**config.mk**
```make
export PLATFORM = sky130hd
export DESIGN_NAME = uart_transmitter
export DESIGN_NICKNAME = d
export VERILOG_FILES = /design/src/rtl/uart_tx_pkg.sv /design/src/rtl/uart_tx_fifo.sv /design/src/rtl/uart_transmitter.sv
export SDC_FILE = /design/constraint.sdc
export NUM_CORES = 1
export LEC_CHECK = 0
export ABC_AREA = 1
export CAP_MARGIN = 20
export CORE_MARGIN = 5
export CORE_UTILIZATION = 35
export CTS_BUF_LIST = sky130_fd_sc_hd__clkbuf_4 sky130_fd_sc_hd__clkbuf_8
export DETAILED_ROUTE_END_ITERATION = 8
export SLEW_MARGIN = 10
export SYNTH_ARGS = -nofsm -noshare
export SYNTH_HDL_FRONTEND = slang
export SYNTH_SLANG_ARGS = --single-unit
```
**constraint.sdc**
```tcl
create_clock -name clk_i -period 8.8 [get_ports clk_i]
set_input_delay 1.76 -clock clk_i [delete_from_list [all_inputs] [get_ports clk_i]]
set_output_delay 1.76 -clock clk_i [all_outputs]
set_load 0.01 [all_outputs]
```
**src/rtl/uart_tx_pkg.sv**
```systemverilog
// Shared types and constants for the UART transmitter.
// tx_state_e lists every state. PARITY is only reachable when UART_TX_PARITY_EN is defined.
package uart_tx_pkg;

    localparam int          UART_DATA_BITS   = 8;
    localparam logic [15:0] UART_DEFAULT_CPB = 16'd10417;

    typedef enum logic [2:0] {
        IDLE   = 3'd0,
        START  = 3'd1,
        DATA   = 3'd2,
        PARITY = 3'd3,
        STOP   = 3'd4
    } tx_state_e;

endpackage

```
**src/rtl/uart_tx_fifo.sv**
```systemverilog
// Small synchronous byte FIFO with asynchronous active-high clear.
// The head entry is read combinationally, so the consumer can load it on the same edge that pops it.
// A push while full is dropped. A pop while empty is ignored. A simultaneous push and pop keeps the level unchanged.
module uart_tx_fifo #(
    parameter int DEPTH = 4,
    parameter int WIDTH = 8
) (
    input  logic                       clk_i,
    input  logic                       rst_i,
    input  logic                       push_i,
    input  logic                       pop_i,
    input  logic [WIDTH-1:0]           data_i,
    output logic [WIDTH-1:0]           data_o,
    output logic                       full_o,
    output logic                       empty_o,
    output logic [$clog2(DEPTH):0]     level_o
);
    localparam int PTR_W = $clog2(DEPTH);
    localparam int LVL_W = PTR_W + 1;

    logic [WIDTH-1:0] mem [DEPTH];
    logic [PTR_W-1:0] wr_ptr_q, wr_ptr_d;
    logic [PTR_W-1:0] rd_ptr_q, rd_ptr_d;
    logic [LVL_W-1:0] level_q, level_d;
    logic             push_ok, pop_ok;

    assign full_o  = (level_q == LVL_W'(DEPTH));
    assign empty_o = (level_q == '0);
    assign level_o = level_q;
    assign data_o  = mem[rd_ptr_q];
    assign push_ok = push_i && !full_o;
    assign pop_ok  = pop_i && !empty_o;

    // Next pointers and level. The depth is a power of two, so the pointers wrap naturally.
    always_comb begin
        wr_ptr_d = wr_ptr_q;
        rd_ptr_d = rd_ptr_q;
        level_d  = level_q;
        if (push_ok) wr_ptr_d = wr_ptr_q + PTR_W'(1);
        if (pop_ok)  rd_ptr_d = rd_ptr_q + PTR_W'(1);
        case ({push_ok, pop_ok})
            2'b10:   level_d = level_q + LVL_W'(1);
            2'b01:   level_d = level_q - LVL_W'(1);
            default: level_d = level_q;
        endcase
    end

    // Storage write. The contents need no reset because the level gates every read.
    always_ff @(posedge clk_i) begin
        if (push_ok) mem[wr_ptr_q] <= data_i;
    end

    // Pointer and level registers, cleared asynchronously.
    always_ff @(posedge clk_i or posedge rst_i) begin
        if (rst_i) begin
            wr_ptr_q <= '0;
            rd_ptr_q <= '0;
            level_q  <= '0;
        end else begin
            wr_ptr_q <= wr_ptr_d;
            rd_ptr_q <= rd_ptr_d;
            level_q  <= level_d;
        end
    end

endmodule

```
**src/rtl/uart_transmitter.sv**
```systemverilog
// 8N1 UART transmitter, LSB first, fed from a small byte FIFO.
// The bit period is latched from clks_per_bit_i at each frame start. A value of 0 is treated as 1.
// Optional build macro UART_TX_PARITY_EN inserts an even-parity bit between DATA and STOP.
// tx_serial_o comes from a register loaded from next-state values, so the line never glitches.
module uart_transmitter
    import uart_tx_pkg::*;
#(
    parameter int FIFO_DEPTH = 4,
    parameter int CPB_W      = 16
) (
    input  logic                          clk_i,
    input  logic                          rst_i,
    input  logic [CPB_W-1:0]              clks_per_bit_i,
    input  logic                          tx_valid_i,
    input  logic [7:0]                    tx_byte_i,
    output logic                          tx_ready_o,
    output logic                          tx_serial_o,
    output logic                          tx_busy_o,
    output logic                          tx_done_o,
    output logic [$clog2(FIFO_DEPTH):0]   fifo_level_o
);
    localparam logic [CPB_W-1:0] CPB_ONE = CPB_W'(1);

    tx_state_e        state_q, state_d;
    logic [CPB_W-1:0] cnt_q, cnt_d;
    logic [CPB_W-1:0] cpb_q, cpb_d;
    logic [7:0]       shift_q, shift_d;
    logic [2:0]       bit_idx_q, bit_idx_d;
    logic             serial_q, serial_d;
    logic             frame_load;
    logic             bit_end;
    logic             done_pulse;
    logic [CPB_W-1:0] cpb_eff;

    logic             fifo_pop;
    logic [7:0]       fifo_head;
    logic             fifo_full;
    logic             fifo_empty;

`ifdef UART_TX_PARITY_EN
    logic             par_q, par_d;
`endif

    uart_tx_fifo #(
        .DEPTH (FIFO_DEPTH),
        .WIDTH (8)
    ) u_fifo (
        .clk_i   (clk_i),
        .rst_i   (rst_i),
        .push_i  (tx_valid_i),
        .pop_i   (fifo_pop),
        .data_i  (tx_byte_i),
        .data_o  (fifo_head),
        .full_o  (fifo_full),
        .empty_o (fifo_empty),
        .level_o (fifo_level_o)
    );

    assign cpb_eff      = (clks_per_bit_i == '0) ? CPB_ONE : clks_per_bit_i;
    assign bit_end      = (cnt_q == cpb_q - CPB_ONE);
    assign tx_ready_o   = !fifo_full;
    assign tx_busy_o    = (state_q != IDLE) || !fifo_empty;
    assign tx_done_o    = done_pulse;
    assign tx_serial_o  = serial_q;

    // Next-state logic for the frame sequencer, the cycle counter and the shift register.
    // The line value is derived from the next state, so it changes on the same edge as the state.
    always_comb begin
        state_d    = state_q;
        cnt_d      = cnt_q;
        cpb_d      = cpb_q;
        shift_d    = shift_q;
        bit_idx_d  = bit_idx_q;
        frame_load = 1'b0;
        done_pulse = 1'b0;
        fifo_pop   = 1'b0;
`ifdef UART_TX_PARITY_EN
        par_d      = par_q;
`endif

        case (state_q)
            IDLE: begin
                if (!fifo_empty) frame_load = 1'b1;
            end
            START: begin
                if (bit_end) begin
                    cnt_d   = '0;
                    state_d = DATA;
                end else begin
                    cnt_d = cnt_q + CPB_ONE;
                end
            end
            DATA: begin
                if (bit_end) begin
                    cnt_d     = '0;
                    shift_d   = shift_q >> 1;
                    bit_idx_d = bit_idx_q + 3'd1;
                    if (bit_idx_q == 3'(UART_DATA_BITS - 1)) begin
`ifdef UART_TX_PARITY_EN
                        state_d = PARITY;
`else
                        state_d = STOP;
`endif
                    end
                end else begin
                    cnt_d = cnt_q + CPB_ONE;
                end
            end
`ifdef UART_TX_PARITY_EN
            PARITY: begin
                if (bit_end) begin
                    cnt_d   = '0;
                    state_d = STOP;
                end else begin
                    cnt_d = cnt_q + CPB_ONE;
                end
            end
`endif
            STOP: begin
                if (bit_end) begin
                    done_pulse = 1'b1;
                    cnt_d      = '0;
                    // A queued byte starts its frame at once, with no idle cycle between frames.
                    if (!fifo_empty) frame_load = 1'b1;
                    else             state_d    = IDLE;
                end else begin
                    cnt_d = cnt_q + CPB_ONE;
                end
            end
            default: state_d = IDLE;
        endcase

        if (frame_load) begin
            fifo_pop  = 1'b1;
            shift_d   = fifo_head;
            cpb_d     = cpb_eff;
            cnt_d     = '0;
            bit_idx_d = '0;
            state_d   = START;
`ifdef UART_TX_PARITY_EN
            par_d     = ^fifo_head;
`endif
        end

        case (state_d)
            START:   serial_d = 1'b0;
            DATA:    serial_d = shift_d[0];
`ifdef UART_TX_PARITY_EN
            PARITY:  serial_d = par_d;
`endif
            default: serial_d = 1'b1;
        endcase
    end

    // Sequencer registers. Reset aborts any frame and forces the line idle without waiting for a clock.
    always_ff @(posedge clk_i or posedge rst_i) begin
        if (rst_i) begin
            state_q   <= IDLE;
            cnt_q     <= '0;
            cpb_q     <= CPB_ONE;
            shift_q   <= '0;
            bit_idx_q <= '0;
            serial_q  <= 1'b1;
        end else begin
            state_q   <= state_d;
            cnt_q     <= cnt_d;
            cpb_q     <= cpb_d;
            shift_q   <= shift_d;
            bit_idx_q <= bit_idx_d;
            serial_q  <= serial_d;
        end
    end

`ifdef UART_TX_PARITY_EN
    // Even-parity bit, computed once when the byte is loaded.
    always_ff @(posedge clk_i or posedge rst_i) begin
        if (rst_i) par_q <= 1'b0;
        else       par_q <= par_d;
    end
`endif

endmodule

```
== Word level (Yosys, flattened, before mapping) ==
Memories as Yosys holds them, arrays and structs flattened.
Index checks and enable logic that the tools add are counted.

* Input port bits: 27
* Output and inout bits: 7
* RAM bits: 32
* Logic and storage cells: 70
* Memories: 1
* Bits in registers: 54

* Reduce and logical (&&, ||, !) cells: 15
* Add/sub/neg operators: 7
* Mux-type cells: 27
* Equal/unequal tests: 10

{| class="wikitable"
|+ Memories
! memory !! words !! bits a word !! read ports !! clocked after Yosys merged registers in !! write ports !! line !! text
|-
| u_fifo.mem || 4 || 8 || 1 || 0 || 1 || uart_tx_fifo.sv:21 || <nowiki>logic [WIDTH-1:0] mem [DEPTH];</nowiki>
|}

{| class="wikitable"
|+ Operators by type and width
! operator !! count
|-
| two-way mux 16 bit || 4
|-
| two-way mux 3 bit || 9
|-
| two-way mux 8 bit || 3
|-
| adder 16 x 1 -> 16 bit (second input constant) || 1
|-
| equality test 16 bit || 1
|-
| logical NOT 16 bit || 1
|-
| subtractor 16 x 1 -> 16 bit (second input constant) || 1
|-
| one-hot mux 3 bit (4 select lines) || 1
|-
| equality test 3 bit (second input constant) || 3
|-
| nonzero test 2 bit || 4
|-
| two-way mux 1 bit || 7
|-
| adder 3 x 1 -> 3 bit (second input constant) || 2
|-
| equality test 3 x 1 -> 1 bit (second input constant) || 2
|-
| equality test 3 x 2 -> 1 bit (second input constant) || 2
|-
| logical NOT 3 bit || 2
|-
| one-hot mux 3 bit (2 select lines) || 1
|-
| adder 2 x 1 -> 2 bit (second input constant) || 2
|-
| one-hot mux 1 bit (2 select lines) || 2
|-
| nonzero test 3 bit || 1
|-
| OR reduction 3 bit || 1
|-
| subtractor 3 x 1 -> 3 bit (second input constant) || 1
|-
| equality test 2 x 1 -> 1 bit (second input constant) || 1
|-
| equality test 2 bit (second input constant) || 1
|-
| logical AND 1 bit || 2
|-
| other kinds (3) || 4
|}

== Logic depth before layout (Yosys ltp) ==
* Depth after elaboration: 8
* Gate-level depth with buffers: 20
* Depth with buffers taken out: 19

== By module ==
A second synthesis with hierarchy kept.

* Cells, all modules: 667
* Area, all modules: 5281.3 um2

{| class="wikitable"
|+ By module, submodules not included
! module !! times used !! sequential area each (um2) !! cells an instance !! area an instance (um2)
|-
| uart_transmitter || 1 || 1178.6 || 512 || 3525.9
|-
| uart_tx_fifo || 1 || 1136.1 || 155 || 1755.4
|}

== Least setup slack after synthesis ==
OpenSTA, ideal clock, no wires.

* Kind: register to output
* From: reg cpb_q[0]
* To: out tx_done_o
* Data arrival time: 1.832 ns
* Stages on the path, launching flop included: 14
* Setup slack: 5.208 ns
* Data required time: 7.040 ns
* Buffers on the path: 0
* Cell sequence: dfstp_2 > inv_1 > ha_1 > inv_1 > nand2_1 > nand2_1 > nor2_1 > nand2_1 > nor2_1 > nand3_1 > nor2_1 > nand2_1 > nor2_1 > and3_1

* Word-level cells in the longest chain between the ends: 4

{| class="wikitable"
|+ Ends and longest elaborated chain
! element !! line !! text
|-
| start: declaration || uart_transmitter.sv:26 || <nowiki>logic [CPB_W-1:0] cpb_q, cpb_d;</nowiki>
|-
| start signal: assignment || uart_transmitter.sv:167 || <nowiki>cpb_q <= cpb_d;</nowiki>
|-
| subtractor 16 x 1 -> 16 bit || uart_transmitter.sv:60 || <nowiki>assign bit_end = (cnt_q == cpb_q - CPB_ONE);</nowiki>
|-
| equality test 16 bit || uart_transmitter.sv:60 ||
|-
| two-way mux 1 bit || uart_transmitter.sv:120 || <nowiki>if (bit_end) begin</nowiki>
|-
| two-way mux 1 bit || uart_transmitter.sv:81 || <nowiki>case (state_q)</nowiki>
|-
| end: declaration || uart_transmitter.sv:19 || <nowiki>output logic tx_done_o,</nowiki>
|}

No other way between the ends.

== Final worst setup path ==
Same ends and word-level chain as after synthesis.

==> impl_metrics.env <==
export IMPL_via_per_inst=4.92
export IMPL_ant_nets=0
export IMPL_post_route_min_period_ns=4.73
export IMPL_antennaDiodeCount=0
export IMPL_cts_htree_levels=3
export IMPL_place_inst=846
export IMPL_setup_slack_ns=4.07
export IMPL_worstSetupPathType="reg2out"
export IMPL_wl_per_cell_um=14.5
export IMPL_status="completed"
export IMPL_dr_pass1_iters=4
export IMPL_hold_violations=0
export IMPL_grt_usage_pct=14.9
export IMPL_cp_arrival_ns=2.97
export IMPL_ir_worst_vdd_v=0.000116
export IMPL_clk_pin_slew_ns=0.10
export IMPL_root_buffer="clkbuf_8"
export IMPL_grt_max_degree=55
export IMPL_hold_depth=2
export IMPL_clockBufferDepth=2
export IMPL_io_buffers=33
export IMPL_rr_worst_depth=15
export IMPL_postCtsResizedCells=0
export IMPL_avgSynthCellArea_um2=8.08
export IMPL_pre_cts_ws_ns=4.48
export IMPL_layout_commonest_cell="nand2_1"
export IMPL_cts_tree="done"
export IMPL_grt_pass1_wl_um=21200
export IMPL_synth_nets=682
export IMPL_rsz0062_at_grt="false"
export IMPL_fin_crit_sh_pct=53.8
export IMPL_fp_dieH_um=132
export IMPL_fin_skew_ns=0.00598
export IMPL_cts_setup_buffers=0
export IMPL_antenna_found_initial=0
export IMPL_synth_seq_area_share_pct=44.4
export IMPL_crit_fanout=4
export IMPL_ys_ff_latch=86
export IMPL_stdcell_count=862
export IMPL_setup_viol=0
export IMPL_drive_gt1_share_pct=10.8
export IMPL_required_ns=7.04
export IMPL_finalPower_uw=1800
export IMPL_syn_cell_area_um2=5210
export IMPL_fp_dieArea_um2=17400
export IMPL_p_leak_uw=0.00271
export IMPL_max_freq_mhz=211
export IMPL_netlist_instances=645
export IMPL_worst_setup_path_start_kind="register"
export IMPL_ys_warn_count=0
export IMPL_hold_buffers=0
export IMPL_syn2layout_area_growth_pct=12.7
export IMPL_drc=0
export IMPL_dieWidth_um=132
export IMPL_drt_wl_total_um=12500
export IMPL_dp_hpwl_um=9320
export IMPL_drv_cap=0
export IMPL_grt_overflow=0
export IMPL_p_per_area_nw_per_um2=306
export IMPL_io_pins=34
export IMPL_drt_iter0_markers=270
export IMPL_maxSlewViolCount=0
export IMPL_clk_latency_ns=0.39
export IMPL_design_core_area_um2=14600
export IMPL_slew_limit_headroom_pct=30.4
export IMPL_placementRows=44
export IMPL_ys_types=42
export IMPL_fin_nets=710
export IMPL_tns_ns=0
export IMPL_initial_core_util_pct=35.7
export IMPL_cp_end_kind="output port"
export IMPL_via_count=4242
export IMPL_cts_made_buffers=9
export IMPL_grt_pass1_vias=4239
export IMPL_cts_sinks=86
export IMPL_post_route_util_pct=40.3
export IMPL_final_cell_mix="nand2_1, nor2_1, inv_1"
export IMPL_hold_class="reg2reg"
export IMPL_worst_pin_slew_ns=1.04
export IMPL_place_congestion=0.889
-- stage by stage --
step	cell area [um^2]	hold slack (ns)
final	5870	0.492
after floorplan	5210	0.462
after CTS	5870	0.497
after global routing	5870	0.529
after global placement	5680	0.477
after detailed placement	5680	0.483
-- state kept, by name (all words and copies together), names as in the netlist --
| signal | flops |
|---|---|
| u_fifo.mem | 32 |
| cnt_q | 16 |
| u_fifo.wr_ptr_q | 2 |
| state_q | 3 |
| u_fifo.rd_ptr_q | 2 |
| u_fifo.level_o | 3 |
| bit_idx_q | 3 |
| tx_serial_o | 1 |
| cpb_q | 16 |
| shift_q | 8 |
-- layer usage --
metal  track usage, %  up-vias  wire [um]
met5                0        -          0
met4             4.97        0        265
met3             3.51       16        519
met2             25.2       82       6170
met1             18.6     1980       5500
li1                 -     2164          -
-- final timing paths --
kind	endpoint	slack, ns	startpoint
setup / recovery	tx_done_o	4.07	cpb_q[0]$_DFFE_PP1N_
hold / removal	cpb_q[0]$_DFFE_PP1N_	0.49	cpb_q[0]$_DFFE_PP1N_
setup reg to reg	u_fifo.level_o[2]$_DFFE_PP0P_	5.65	cpb_q[0]$_DFFE_PP1N_
hold reg to reg	cpb_q[0]$_DFFE_PP1N_	0.49	cpb_q[0]$_DFFE_PP1N_
max in group asynchronous	cnt_q[6]$_DFFE_PP0P_	6.44	rst_i
min in group asynchronous	u_fifo.wr_ptr_q[0]$_DFFE_PP0P_	1.89	rst_i
-- area by class of cell --
type / instances / area (um^2)
fillers: 1468 / 8720
multi-input cells: 471 / 2520
flip-flops and latches: 86 / 2310
repair buffers: 35 / 345
inverters: 70 / 263
well taps: 184 / 230
clock buffers: 9 / 124
clock inverters: 7 / 72.6
-- logic make-up (layout without fill, tap and decap cells) --
group                    count (synthesis)  after routing  share of synthesized area (%)
AND/OR/NAND/NOR                        375            375                           33.8
XOR/XNOR                                30             30                           5.57
AO/OA/AOI/OAI                           56             56                           6.51
buffers and inverters                   88            121                           7.15
flip-flops                              86             86                           44.4
adder cells (fa/ha/maj)                 10             10                           2.55
-- cell usage after synthesis --
cell,instances,area [um^2]
nand2_1,169,634
nor3b_1,1,7.51
and2_1,1,6.26
nand2_4,2,22.5
o2111ai_1,6,52.6
a21oi_4,1,16.3
buf_2,6,30.0
dfstp_2,2,52.6
clkbuf_2,1,5.00
nor2_1,76,285
ha_1,9,113
nor3_1,6,30.0
a21oi_1,8,40.0
buf_6,3,33.8
nor3_2,1,10.0
o21ai_0,26,130
o22ai_1,8,50.1
nand2_2,16,100
nor2_4,3,33.8
buf_8,1,15.0
inv_2,5,18.8
inv_1,63,236
nand4_1,11,68.8
a41oi_1,1,8.76
edfxtp_1,32,961
dfrtp_1,52,1300
nor4_1,5,31.3
o21ai_2,3,26.3
nor2_2,7,43.8
nand3_2,12,120
nor2_8,2,40.0
clkinv_1,2,7.51
clkbuf_1,7,26.3
xnor3_1,2,45.0
o21ai_1,3,15.0
and3_1,1,6.26
nor4b_1,1,8.76
xnor2_1,10,87.6
fa_1,1,20.0
xor2_1,18,158
nand3b_1,3,22.5
nand3_1,58,290
-- where the power goes --
| part | internal (uW) | switching [uW] |
|---|---|---|
| logic | 295 | 569 |
| registers | 536 | 118 |
| clock network | 112 | 169 |
| total | 943 | 856 |
-- critical path, stage by stage, from the launching register on --
cell             delay (ns)
dfstp_2                0.55
inv_1                  0.10
ha_1                   0.31
inv_1                  0.04
nand2_1                0.05
nand2_1                0.04
nor2_1                 0.16
nand2_1                0.07
nor2_1                 0.12
nand3_1                0.09
nor2_1                 0.11
nand2_1                0.06
nor2_1                 0.12
and3_1                 0.21
clkdlybuf4s50_1        0.56
Note: power is estimated with default switching activity, not from simulation.
